--- config.mk ---
export PLATFORM = sky130hd
export DESIGN_NAME = bp_update_sched
export DESIGN_NICKNAME = d
export VERILOG_FILES = /design/src/rtl/bp_update_sched.sv
export SDC_FILE = /design/constraint.sdc
export NUM_CORES = 1
export LEC_CHECK = 0
export ABC_CLOCK_PERIOD_IN_PS = 5500
export BUFFER_PORTS_ARGS = -buffer_cell sky130_fd_sc_hd__buf_2
export CAP_MARGIN = 25
export CORE_MARGIN = 2
export CORE_UTILIZATION = 35
export CTS_CLUSTER_SIZE = 28
export DETAILED_ROUTE_END_ITERATION = 7
export HOLD_SLACK_MARGIN = 0.12
export MAX_ROUTING_LAYER = met4
export SETUP_SLACK_MARGIN = 0.15
export SYNTH_ARGS = -nofsm -noshare
export SYNTH_HDL_FRONTEND = slang
export SYNTH_SLANG_ARGS = --single-unit
--- constraint.sdc ---
create_clock -name clk_i -period 5.5 [get_ports clk_i]
set_input_delay 0.275 -clock clk_i [delete_from_list [all_inputs] [get_ports clk_i]]
set_output_delay 0.275 -clock clk_i [all_outputs]
set_load 0.02 [all_outputs]
--- src/rtl/bp_update_sched.sv ---
// Write-port scheduler for the agree predictor tables (BTB and PHT).
// Commit-stage jump updates are queued in a small FIFO and issued to the
// tables at most one per cycle. After reset and on every flush, a full-table
// clear/init sweep runs first, and queued updates wait until it completes.
module bp_update_sched #(
  parameter int INDEX_WIDTH   = 8,
  parameter int HISTORY_WIDTH = 8,
  parameter int FIFO_DEPTH    = 4
) (
  input  logic                        clk_i,
  input  logic                        rst_ni,
  input  logic                        flush_i,
  input  logic                        upd_valid_i,
  input  logic                        upd_is_jmp_i,
  input  logic                        upd_btb_hit_i,
  input  logic                        upd_taken_i,
  input  logic                        upd_bias_i,
  input  logic [INDEX_WIDTH-1:0]      upd_btb_index_i,
  input  logic [32-INDEX_WIDTH-3:0]   upd_tag_i,
  input  logic [31:0]                 upd_target_i,
  input  logic [HISTORY_WIDTH-1:0]    upd_pht_index_i,
  output logic                        upd_ready_o,
  output logic                        btb_wren_o,
  output logic                        btb_clr_o,
  output logic [INDEX_WIDTH-1:0]      btb_wr_index_o,
  output logic [32-INDEX_WIDTH-3:0]   btb_wr_tag_o,
  output logic [31:0]                 btb_wr_target_o,
  output logic                        btb_wr_taken_o,
  output logic                        pht_wren_o,
  output logic                        pht_init_o,
  output logic [HISTORY_WIDTH-1:0]    pht_wr_index_o,
  output logic                        pht_agree_o,
  output logic                        busy_o,
  output logic [15:0]                 drop_cnt_o
);

  localparam int TAG_WIDTH = 32 - INDEX_WIDTH - 2;
  localparam int SW        = (INDEX_WIDTH > HISTORY_WIDTH) ? INDEX_WIDTH : HISTORY_WIDTH;
  localparam int PTR_W     = $clog2(FIFO_DEPTH);

  typedef enum logic {
    SWEEP = 1'b0,
    IDLE  = 1'b1
  } state_t;

  typedef struct packed {
    logic                     btb_hit;
    logic                     taken;
    logic                     bias;
    logic [INDEX_WIDTH-1:0]   btb_index;
    logic [TAG_WIDTH-1:0]     tag;
    logic [31:0]              target;
    logic [HISTORY_WIDTH-1:0] pht_index;
  } entry_t;

  state_t                   r_state;
  logic [SW-1:0]            r_idx;
  logic [PTR_W:0]           r_wr_ptr;
  logic [PTR_W:0]           r_rd_ptr;
  entry_t                   r_mem [FIFO_DEPTH];
  logic [15:0]              r_drop_cnt;

  logic                     r_btb_wren;
  logic                     r_btb_clr;
  logic [INDEX_WIDTH-1:0]   r_btb_wr_index;
  logic [TAG_WIDTH-1:0]     r_btb_wr_tag;
  logic [31:0]              r_btb_wr_target;
  logic                     r_btb_wr_taken;
  logic                     r_pht_wren;
  logic                     r_pht_init;
  logic [HISTORY_WIDTH-1:0] r_pht_wr_index;
  logic                     r_pht_agree;
  logic                     r_busy;

  logic                     w_full;
  logic                     w_empty;
  logic                     w_jmp_req;
  logic                     w_push;
  logic                     w_drop;
  logic                     w_pop;
  logic                     w_sweeping;
  logic [SW-1:0]            w_sweep_idx;
  logic                     w_btb_in_range;
  logic                     w_pht_in_range;
  entry_t                   w_new;
  entry_t                   w_head;

  // Pointers carry one extra bit so equal low bits can mean either empty or full.
  assign w_empty = (r_wr_ptr == r_rd_ptr);
  assign w_full  = (r_wr_ptr[PTR_W] != r_rd_ptr[PTR_W]) &&
                   (r_wr_ptr[PTR_W-1:0] == r_rd_ptr[PTR_W-1:0]);

  // A flush discards same-cycle updates outright; they are neither queued nor dropped.
  assign w_jmp_req = upd_valid_i & upd_is_jmp_i & ~flush_i;
  assign w_push    = w_jmp_req & ~w_full;
  assign w_drop    = w_jmp_req & w_full;

  // A flush emits sweep index 0 immediately, so the restart is visible the next cycle.
  assign w_sweeping  = flush_i | (r_state == SWEEP);
  assign w_sweep_idx = flush_i ? '0 : r_idx;
  assign w_pop       = ~w_sweeping & ~w_empty;

  // The narrower table only takes writes while the sweep index is within its range.
  assign w_btb_in_range = ((w_sweep_idx >> INDEX_WIDTH) == '0);
  assign w_pht_in_range = ((w_sweep_idx >> HISTORY_WIDTH) == '0);

  assign w_new = '{
    btb_hit:   upd_btb_hit_i,
    taken:     upd_taken_i,
    bias:      upd_bias_i,
    btb_index: upd_btb_index_i,
    tag:       upd_tag_i,
    target:    upd_target_i,
    pht_index: upd_pht_index_i
  };
  assign w_head = r_mem[r_rd_ptr[PTR_W-1:0]];

  // FIFO storage: written on push only.
  // NOTE: the entry array has no reset; validity is tracked by the pointers alone,
  // which keeps the storage a plain register file without a reset network.
  always_ff @(posedge clk_i) begin
    if (w_push) begin
      r_mem[r_wr_ptr[PTR_W-1:0]] <= w_new;
    end
  end

  // FIFO pointers and saturating drop counter.
  // NOTE: sequential state uses non-blocking assignments so every register
  // samples the pre-edge values, independent of statement order.
  always_ff @(posedge clk_i) begin
    if (!rst_ni) begin
      r_wr_ptr   <= '0;
      r_rd_ptr   <= '0;
      r_drop_cnt <= '0;
    end else begin
      if (flush_i) begin
        r_wr_ptr <= '0;
        r_rd_ptr <= '0;
      end else begin
        if (w_push) r_wr_ptr <= r_wr_ptr + 1'b1;
        if (w_pop)  r_rd_ptr <= r_rd_ptr + 1'b1;
      end
      if (w_drop && (r_drop_cnt != 16'hFFFF)) begin
        r_drop_cnt <= r_drop_cnt + 16'd1;
      end
    end
  end

  // Sweep/issue FSM with registered table-write outputs.
  always_ff @(posedge clk_i) begin
    if (!rst_ni) begin
      r_state         <= SWEEP;
      r_idx           <= '0;
      r_btb_wren      <= 1'b0;
      r_btb_clr       <= 1'b0;
      r_btb_wr_index  <= '0;
      r_btb_wr_tag    <= '0;
      r_btb_wr_target <= '0;
      r_btb_wr_taken  <= 1'b0;
      r_pht_wren      <= 1'b0;
      r_pht_init      <= 1'b0;
      r_pht_wr_index  <= '0;
      r_pht_agree     <= 1'b0;
      r_busy          <= 1'b1;
    end else begin
      r_btb_wren <= 1'b0;
      r_btb_clr  <= 1'b0;
      r_pht_wren <= 1'b0;
      r_pht_init <= 1'b0;
      if (w_sweeping) begin
        r_busy         <= 1'b1;
        r_btb_clr      <= w_btb_in_range;
        r_btb_wr_index <= w_sweep_idx[INDEX_WIDTH-1:0];
        r_pht_init     <= w_pht_in_range;
        r_pht_wr_index <= w_sweep_idx[HISTORY_WIDTH-1:0];
        if (w_sweep_idx == '1) begin
          r_state <= IDLE;
          r_idx   <= '0;
        end else begin
          r_state <= SWEEP;
          r_idx   <= w_sweep_idx + 1'b1;
        end
      end else begin
        r_busy <= 1'b0;
        if (w_pop) begin
          r_btb_wren      <= ~w_head.btb_hit;
          r_btb_wr_index  <= w_head.btb_index;
          r_btb_wr_tag    <= w_head.tag;
          r_btb_wr_target <= w_head.target;
          r_btb_wr_taken  <= w_head.taken;
          r_pht_wren      <= 1'b1;
          r_pht_wr_index  <= w_head.pht_index;
          r_pht_agree     <= w_head.taken ~^ w_head.bias;
        end
      end
    end
  end

  assign upd_ready_o     = ~w_full;
  assign btb_wren_o      = r_btb_wren;
  assign btb_clr_o       = r_btb_clr;
  assign btb_wr_index_o  = r_btb_wr_index;
  assign btb_wr_tag_o    = r_btb_wr_tag;
  assign btb_wr_target_o = r_btb_wr_target;
  assign btb_wr_taken_o  = r_btb_wr_taken;
  assign pht_wren_o      = r_pht_wren;
  assign pht_init_o      = r_pht_init;
  assign pht_wr_index_o  = r_pht_wr_index;
  assign pht_agree_o     = r_pht_agree;
  assign busy_o          = r_busy;
  assign drop_cnt_o      = r_drop_cnt;

endmodule

**Word-level counts from Yosys, hierarchy flattened**

Memories as Yosys holds them, arrays and structs flattened. A register that Yosys moved wholly into a read port is not among the register bits.
Cells that the tools add are included.

- Register bits after elaboration: 107
- Input bits: 78
- Output and inout port bits: 94
- Memories kept: 1
- Memory bits (writable): 292
- Logic and storage cells: 60

Memories:

| name | words | width | rd ports | clocked after memory_dff | write ports | RTL line | text |
|---|---|---|---|---|---|---|---|
| r_mem | 4 | 73 | 1 | 1 | 1 | 60 | `entry_t r_mem [FIFO_DEPTH];` |

- Reduce and logical (&&, ||, !) cells: 7
- Equal/unequal tests: 5
- $add $sub $neg: 4
- Bitwise logic cells: 15
- Muxes and demuxes: 13

Operators by type and width:

| operator | count |
|---|---|
| two-way mux 8 bit | 6 |
| adder 16 x 1 -> 16 bit (second input constant) | 1 |
| != test 16 bit (second input constant) | 1 |
| adder 8 x 1 -> 8 bit (second input constant) | 1 |
| == test 8 bit (second input constant) | 1 |
| inverter 1 bit | 8 |
| adder 3 x 1 -> 3 bit (second input constant) | 2 |
| AND 1 bit | 5 |
| two-way mux 1 bit | 5 |
| two-way mux 2 bit | 2 |
| OR reduction 2 bit | 2 |
| == test 3 bit | 1 |
| OR reduction 3 bit | 1 |
| == test 2 bit | 1 |
| logical AND 1 bit | 2 |
| AND reduction 2 bit | 1 |
| nonzero test 2 bit | 1 |
| != test 1 bit | 1 |
| bitwise OR 1 bit | 1 |
| XNOR 1 bit | 1 |

**Depth between registers and ports, before layout**

Gate-level depths: netlist of the first run.

- Depth after elaboration: 6
- Depth in mapped cells: 7
- Mapped depth without buffers: 6

**Worst setup path before layout of the first run**

Ideal clock, no wire load.

- Path kind: input to register
- Start point: input flush_i
- End point: register r_wr_ptr[2]
- Required time: 5.375 ns
- Path buffers: 1
- Cell stages on the path: 5
- Setup slack: 2.130 ns
- Data arrival time: 3.245 ns
- Setup time: 0.125 ns
- Cells stage by stage: clkbuf_1 nand3b_1 a31oi_1 and2_1 mux2_2

- Cells in the longest elaborated chain, start to end: 3
- Elaborated cells between the ends (all ways): 4
- Classes of those cells: bitwise (3); reduce/logical (1)

RTL lines:

| what | RTL line | text |
|---|---|---|
| from (decl) | 12 | `input logic flush_i,` |
| inverter 1 bit | 94 | `assign w_jmp_req = upd_valid_i & upd_is_jmp_i & ~flush_i;` |
| AND 1 bit | 94 |  |
| AND 1 bit | 95 | `assign w_push = w_jmp_req & ~w_full;` |
| to (signal assigned) | 140 | `if (w_push) r_wr_ptr <= r_wr_ptr + 1'b1;` |
| to (decl) | 58 | `logic [PTR_W:0] r_wr_ptr;` |

Parallel ways exist; a longest one is shown, timed or not.
A chain may end at the register's enable or synchronous reset.

**Worst setup path after layout of the first run**

- Start point: register r_wr_ptr[0]
- End point: memory r_mem[3][55] in the netlist's numbering (enable)

- Cells in the longest elaborated chain, start to end: 6

RTL lines:

| what | RTL line | text |
|---|---|---|
| == test 2 bit | 91 | `(r_wr_ptr[PTR_W-1:0] == r_rd_ptr[PTR_W-1:0]);` |
| logical AND 1 bit | 90 | `assign w_full = (r_wr_ptr[PTR_W] != r_rd_ptr[PTR_W]) &&` |
| inverter 1 bit | 95 |  |
| AND 1 bit | 95 |  |
| two-way mux 1 bit | 122 | `if (w_push) begin` |
| two-way mux 1 bit (not written as such) | 123 | `r_mem[r_wr_ptr[PTR_W-1:0]] <= w_new;` |
| to (decl) | 60 |  |

Parallel ways exist; a longest one is shown, timed or not.

==> results.sh, run 1 <==
export IMPL_cp_slowest_cell="and2_4"
export IMPL_hp_start="rst_ni"
export IMPL_coreArea_um2=41900
export IMPL_rsz0062_at_grt="false"
export IMPL_setup_viol=0
export IMPL_final_common_cell="edfxtp_1"
export IMPL_viasPerCell=4.92
export IMPL_max_freq_mhz=354
export IMPL_netSwitchingFraction_pct=19.9
export IMPL_ys_types=45
export IMPL_post_cts_buffers=0
export IMPL_p_sw_mw=1.24
export IMPL_vdd_ir_drop_worst_mv=0.199
export IMPL_place_congestion=0.782
export IMPL_drv_slew=0
export IMPL_root_buffer="clkbuf_16"
export IMPL_antenna_left=0
export IMPL_start_util_pct=35.5
export IMPL_synth_adder_area_share_pct=0.589
export IMPL_setup_tns_ns=0
export IMPL_p_leak_nw=6.35
export IMPL_ys_ff_latch=401
export IMPL_synthArstFlopShare_pct=0
export IMPL_mostFrequentLayoutCells="edfxtp_1, buf_2, nand2_1, dfxtp_1"
export IMPL_ys_flop_type="edfxtp_1"
export IMPL_clk_pin_slew_ns=0.06
export IMPL_grt_pass1_wl_mm=50.7
export IMPL_p_total_mw=6.24
export IMPL_antenna_found_initial=2
export IMPL_maxCapViolations=0
export IMPL_powerDensity_nw_per_um2=338
export IMPL_drc=0
export IMPL_worstReg2RegStart="r_wr_ptr[0]$_SDFFE_PP0P_"
export IMPL_seqPwrFrac_pct=52.4
export IMPL_synth_area_leaders="edfxtp_1, dfxtp_1, mux4_2"
export IMPL_ios=172
export IMPL_die_area_um2=44200
export IMPL_synthSimpleGateAreaFrac_pct=6.68
export IMPL_p_int_mw=4.99
export IMPL_clock_latency_ns=0.56
export IMPL_synth_area_um2=14900
export IMPL_synth_area_mux_share_pct=12.7
export IMPL_port_buffers=171
export IMPL_routedWlPerCell_um=19.2
export IMPL_holdPathEnd="r_idx[7]$_SDFFE_PN0P_"
export IMPL_multi_input_area_um2=3720
export IMPL_reg2reg_to="r_mem[3][55]$_DFFE_PP_"
export IMPL_synth_largest_area_cell="edfxtp_1"
export IMPL_grt_pass1_vias=8707
export IMPL_min_path_cells=2
export IMPL_cts_tree="done"
export IMPL_rrSetupSlack_ns=2.67
export IMPL_nets=1241
export IMPL_synth_compound_area_share_pct=4.19
export IMPL_critPathCaptureType="register"
export IMPL_clock_power_share_pct=45.1
export IMPL_dp_cells=1577
export IMPL_worstPathCellList="xnor2_1 -> a31oi_1 -> and2_4 -> buf_4"
export IMPL_layoutNonFillerInstCount=1732
export IMPL_die_h_um=210
export IMPL_wl_mm=33.2
export IMPL_worst_endpoint_required_ns=5.70
export IMPL_fp_row_count=75
export IMPL_cts_sinks=401
export IMPL_synth_nets=988
export IMPL_grt_max_degree=71
export IMPL_skew_ns=0.0124
export IMPL_cp_max_fo=45
export IMPL_crit_family="simple AND/OR/NAND/NOR gates"
export IMPL_fillers=3768
export IMPL_synth_edf_count=292
export IMPL_cts_buffers_inserted=43
export IMPL_combPwrFrac_pct=2.6
export IMPL_syn_instance_count=903
export IMPL_drive_gt1_share_pct=28.0
export IMPL_dr_pass1_iters=4
export IMPL_clockBufferDepth=3
export IMPL_path_buf_inv=1
export IMPL_hold_path_class="primary input to register"
export IMPL_reg2regPathDepth=4
export IMPL_dp_hpwl_mm=20.4
export IMPL_hold_violations=0
export IMPL_outcome="finished, final reports clean"
export IMPL_cp_arrival_ns=3.03
export IMPL_grt_overflow_total=0
export IMPL_critPathMaxStageDelay_ns=0.74
export IMPL_synth_seq_area_share_pct=73.6
export IMPL_drtIter0Drc=635
export IMPL_htree_levels=2
export IMPL_final_period_utilization_pct=51.4
export IMPL_synth_top_area_share_pct=58.9
export IMPL_synth_top_family_by_area="multiplexers"
export IMPL_cp_start_kind="register"
export IMPL_maxSlewHeadroom_pct=38.8
export IMPL_fp_dieW_um=210
export IMPL_area_delta_synth_final_pct=24.1
export IMPL_worstSetupPathType="register to register"
export IMPL_via_count=8530
export IMPL_fin_crit_ns=2.83
export IMPL_seq_area_um2=11000
export IMPL_yosysWarnings=0
export IMPL_worst_pin_slew_ns=0.917
export IMPL_syn_area_per_cell_um2=16.5
export IMPL_synth_xor_area_share_pct=0.639
export IMPL_grt_total_usage_pct=15.6
## power by group through the flow
stage	combinational, mW	sequential (mW)	clock [mW]
global placement	0.117	3.33	0
detailed placement	0.120	3.33	0
CTS	0.163	3.27	2.89
finish	0.161	3.27	2.81
floorplan	0.0464	3.33	0
global route	0.174	3.27	3.01
## kinds of logic after synthesis
| family | Yosys count |
|---|---|
| flip-flops | 401 |
| XOR/XNOR | 10 |
| adder cells (fa/ha/maj) | 7 |
| AND/OR/NAND/NOR | 217 |
| AO/OA/AOI/OAI | 114 |
| buffers and inverters | 57 |
| multiplexers | 97 |
## Yosys cell counts, types with 2 or more instances
cell type / number
nor3_1: 3
nand3_1: 15
o31ai_1: 8
nor4_1: 7
mux4_2: 73
inv_1: 7
xor2_1: 5
or4_1: 7
ha_1: 7
and3_1: 7
edfxtp_1: 292
a21oi_1: 72
o31a_1: 2
nand2b_1: 6
dfxtp_1: 109
nor2b_1: 4
nand4_1: 6
buf_1: 5
o21ai_0: 23
xnor2_1: 4
a31oi_1: 2
mux2i_1: 23
nor2_1: 12
or3_1: 4
clkbuf_1: 26
nand2_1: 135
buf_4: 2
and2_1: 5
buf_2: 16
## through the flow
step | setup WS (ns) | instance area (um^2) | hold WS, ns | utilization (%)
floorplan | 2.13 | 14900 | 0.374 | -
global placement | 2.56 | 16300 | 0.441 | 39.0
detailed placement | 2.51 | 16300 | 0.445 | 39.0
CTS | 2.62 | 18500 | 0.123 | 44.0
global route | 2.46 | 18500 | 0.160 | 44.0
finish | 2.67 | 18500 | 0.156 | 44.0
## routing by layer
metal,GRT usage (%),share of wire (%)
met1,20.5,46
met2,24.8,48
met3,3.32,4.5
met4,3.89,1.7
met5,-,0
## sequential cells by signal (all words and copies together), names as in the netlist, 3 cells and up, named ones only
register / count
r_wr_ptr: 3
r_rd_ptr: 3
pht_wr_index_o: 8
btb_wr_index_o: 8
btb_wr_tag_o: 22
r_mem: 292
drop_cnt_o: 16
btb_wr_target_o: 32
r_idx: 8
## how the worst max path moves through the flow
stage	start	end	slack [ns]	cells after the start
finish	r_wr_ptr[0]$_SDFFE_PP0P_	r_mem[3][55]$_DFFE_PP_	2.67	4
global route	r_wr_ptr[0]$_SDFFE_PP0P_	r_mem[3][55]$_DFFE_PP_	2.46	4
CTS	r_wr_ptr[0]$_SDFFE_PP0P_	r_mem[3][55]$_DFFE_PP_	2.62	4
detailed placement	flush_i	r_mem[3][54]$_DFFE_PP_	2.51	5
global placement	flush_i	r_mem[1][56]$_DFFE_PP_	2.56	5
floorplan	flush_i	r_wr_ptr[2]$_SDFFE_PP0P_	2.13	5
## repair_timing
action / CTS / global route
resized for setup: 0 / 0
hold endpoints to repair: 292 / 0
hold buffers: 73 / 0
## layout make-up
class / instances / area share [%]
Antenna cell: 2 / 0.0271
Clock buffer: 57 / 6.39
Clock inverter: 23 / 1.15
Inverter: 8 / 0.169
Multi-Input combinational cell: 445 / 20.2
Sequential cell: 401 / 59.3
Tap cell: 539 / 3.65
Timing Repair Buffer: 257 / 9.12
(Power assumes the default switching activity.)
==> run 2: changes to the inputs <==
--- a/config.mk
+++ b/config.mk
@@ -5,7 +5,8 @@
 export SDC_FILE = /design/constraint.sdc
 export NUM_CORES = 1
 export LEC_CHECK = 0
-export ABC_CLOCK_PERIOD_IN_PS = 5500
+export ABC_AREA = 1
+export ABC_CLOCK_PERIOD_IN_PS = 2370
 export BUFFER_PORTS_ARGS = -buffer_cell sky130_fd_sc_hd__buf_2
 export CAP_MARGIN = 25
 export CORE_MARGIN = 2
==> constraint.sdc (replaced) <==
create_clock -name clk_i -period 2.37 [get_ports clk_i]
set_input_delay 0.1185 -clock clk_i [delete_from_list [all_inputs] [get_ports clk_i]]
set_output_delay 0.1185 -clock clk_i [all_outputs]
set_load 0.02 [all_outputs]
==> run 2 against run 1 <==
Compared with the run above: sequential cell count unchanged; combinational power rose to 2.6 times the previous value; total power up 130%; cell area up 5.6%; clock-buffer cell count down 8; clock skew up 0.0085 ns; clock power up 140%; utilization about the same; worst setup slack worse by 2.1 ns; area after synthesis up 5.7%; first-iteration DRC count up 31%; largest cell class unchanged.
==> results.sh, run 2 <==
export IMPL_antenna_found_initial=4
export IMPL_netlist_top_cells_count="edfxtp_1, nor2_1, nand2_1, o21ai_0, dfxtp_1"
export IMPL_powerDensity_nw_per_um2=749
export IMPL_syn_instance_count=1426
export IMPL_synth_seq_area_share_pct=69.6
export IMPL_drc=0
export IMPL_nets=1752
export IMPL_synth_area_um2=15700
export IMPL_synth_edf_count=292
export IMPL_yosysMostFrequentCell="edfxtp_1"
export IMPL_grtUsageMet2_pct=25.7
export IMPL_clock_power_share_pct=45.2
export IMPL_mostFrequentLayoutCells="edfxtp_1, nor2_1, nand2_1, buf_2, o21ai_0"
export IMPL_combPwrFrac_pct=2.8
export IMPL_hold_violations=0
export IMPL_maxCapViolations=0
export IMPL_clk_pin_slew_ns=0.06
export IMPL_grt_total_usage_pct=16.6
export IMPL_setup_viol=0
export IMPL_ys_types=40
export IMPL_synth_top_area_share_pct=55.8
export IMPL_synthSimpleGateAreaFrac_pct=16.0
export IMPL_global_route_usage_met3_pct=3.04
export IMPL_vdd_ir_drop_worst_mv=0.428
export IMPL_synthArstFlopShare_pct=0
export IMPL_synth_xor_area_share_pct=0.279
export IMPL_fillers=4145
export IMPL_grt_overflow_total=0
export IMPL_synth_nets=1511
export IMPL_max_freq_mhz=543
export IMPL_grt_busiest_layer="met2"
export IMPL_post_cts_buffers=0
export IMPL_critPathCaptureType="register"
export IMPL_syn_area_per_cell_um2=11.0
export IMPL_cts_hold_buf=77
export IMPL_drv_slew=0
export IMPL_grt_pass1_vias=10500
export IMPL_area_delta_synth_final_pct=24.0
export IMPL_post_cts_resize_count=0
export IMPL_die_area_um2=46600
export IMPL_routedWlPerCell_um=16.6
export IMPL_viasPerCell=4.82
export IMPL_seqPwrFrac_pct=51.9
export IMPL_synth_largest_area_cell="edfxtp_1"
export IMPL_synth_compound_area_share_pct=9.33
export IMPL_cts_buffers_inserted=43
export IMPL_final_common_cell="edfxtp_1"
export IMPL_fp_dieW_um=216
export IMPL_maxSlewHeadroom_pct=57.5
export IMPL_worst_endpoint_required_ns=2.57
export IMPL_dr_pass1_iters=4
export IMPL_skew_ns=0.0209
export IMPL_netSwitchingFraction_pct=20.7
export IMPL_largest_register_ffs=292
export IMPL_place_congestion=0.865
export IMPL_grtUsageMet1_pct=22.3
export IMPL_synth_adder_area_share_pct=0.557
export IMPL_final_period_utilization_pct=77.7
export IMPL_rsz0062_at_grt="false"
export IMPL_cts_tree="done"
export IMPL_setup_tns_ns=0
export IMPL_grt_pass1_wl_mm=59.1
export IMPL_wl_mm=38.2
export IMPL_drtIter0Drc=829
export IMPL_outcome="finished, final reports clean"
export IMPL_via_count=11100
export IMPL_hold_path_class="primary input to register"
export IMPL_p_int_mw=11.6
export IMPL_antenna_left=0
export IMPL_root_buffer="clkbuf_16"
export IMPL_htree_levels=2
export IMPL_start_util_pct=35.5
export IMPL_cp_max_fo=73
export IMPL_drive_gt1_share_pct=18.7
export IMPL_worstSetupPathType="primary input to register"
export IMPL_ios=172
export IMPL_clock_latency_ns=0.57
export IMPL_coreArea_um2=44300
export IMPL_worst_pin_slew_ns=0.637
export IMPL_dp_hpwl_mm=22.7
export IMPL_p_leak_nw=7.27
export IMPL_cp_start_kind="primary input"
export IMPL_synth_top_family_by_area="simple AND/OR/NAND/NOR gates"
export IMPL_die_h_um=216
export IMPL_ys_ff_latch=401
export IMPL_layoutNonFillerInstCount=2297
export IMPL_synth_area_leaders="edfxtp_1, dfxtp_1, nor2_1"
export IMPL_fin_crit_ns=1.84
export IMPL_cts_sinks=401
export IMPL_port_buffers=171
export IMPL_yosysWarnings=0
export IMPL_ys_flop_type="edfxtp_1"
export IMPL_p_sw_mw=3.02
export IMPL_grt_max_degree=147
export IMPL_synth_area_mux_share_pct=0
export IMPL_clockBufferDepth=3
export IMPL_cp_arrival_ns=2.04
export IMPL_fp_row_count=77
export IMPL_dp_cells=2137
-- run 2: changes by cell type after synthesis, moves of 10 or more --
cell,previous run,this run
inv_1,7,51
nand3_1,15,58
o21ai_1,0,25
nand2_2,0,10
a21oi_1,72,34
mux2i_1,23,0
nand2_1,135,242
buf_6,0,10
nor2_1,12,263
mux4_2,73,0
o21ai_0,23,149
o22ai_1,1,56
-- run 2: cell type report --
cell class,count,area [um^2],area share [%]
diodes,4,10.0,0.0513
clock buffers,49,1110,5.69
clock inverters,30,299,1.53
inverters,62,236,1.21
multi-input cells,888,4180,21.4
flip-flops and latches,401,11000,56.2
well taps,592,741,3.80
repair buffers,271,1960,10.1
-- run 2: final timing paths --
| check | startpoint | endpoint | slack (ns) | depth (start not counted) |
|---|---|---|---|---|
| min | upd_valid_i | r_wr_ptr[1]$_SDFFE_PP0P_ | 0.14 | 5 |
| max | flush_i | r_mem[3][9]$_DFFE_PP_ | 0.53 | 6 |
| min reg2reg | r_idx[7]$_SDFFE_PN0P_ | r_idx[7]$_SDFFE_PN0P_ | 0.46 | 2 |
| max reg2reg | r_wr_ptr[0]$_SDFFE_PP0P_ | r_mem[3][9]$_DFFE_PP_ | 0.54 | 7 |
-- run 2: power groups by stage --
stage | Sequential (mW) | Clock (mW) | Combinational, mW
final | 7.58 | 6.61 | 0.416
after CTS | 7.58 | 6.78 | 0.421
after floorplan | 7.74 | 0 | 0.129
after global routing | 7.58 | 7.02 | 0.457
after global placement | 7.73 | 0 | 0.303
after detailed placement | 7.73 | 0 | 0.310
-- run 2: through the flow --
stage / util [%] / hold WS [ns] / power (mW) / instance area [um^2] / worst slack (ns)
6_report: 44.0 / 0.140 / 14.6 / 19500 / 0.529
5_1_grt: 44.0 / 0.178 / 15.1 / 19500 / 0.398
3_3_place_gp: 39.0 / 0.331 / 8.03 / 17300 / 0.520
2_1_floorplan: - / 0.217 / 7.87 / 15800 / 0.0157
3_5_place_dp: 39.0 / 0.335 / 8.04 / 17300 / 0.527
4_1_cts: 44.0 / 0.133 / 14.8 / 19500 / 0.540
-- run 2: kinds of logic (layout without fill, tap and decap cells) --
family          Yosys count  after routing
simple gates            603            603
flops                   401            401
compound gates          273            273
buf+inv                 137            412
fa+ha+maj                 7              7
xor+xnor                  5              5
other cells               0              4
-- run 2: critical path: stages --
cell and delay, ns:
dlygate4sd3_1 0.55, buf_2 0.21, nor2_1 0.38, nand2_8 0.16
nor2_4 0.17, buf_12 0.41
-- run 2: layer usage --
metal  routed length, um  part of all wire, %
met1               17900                   47
met2               17600                   46
met4                 750                  2.0
met3                1940                  5.1
met5                   0                    0
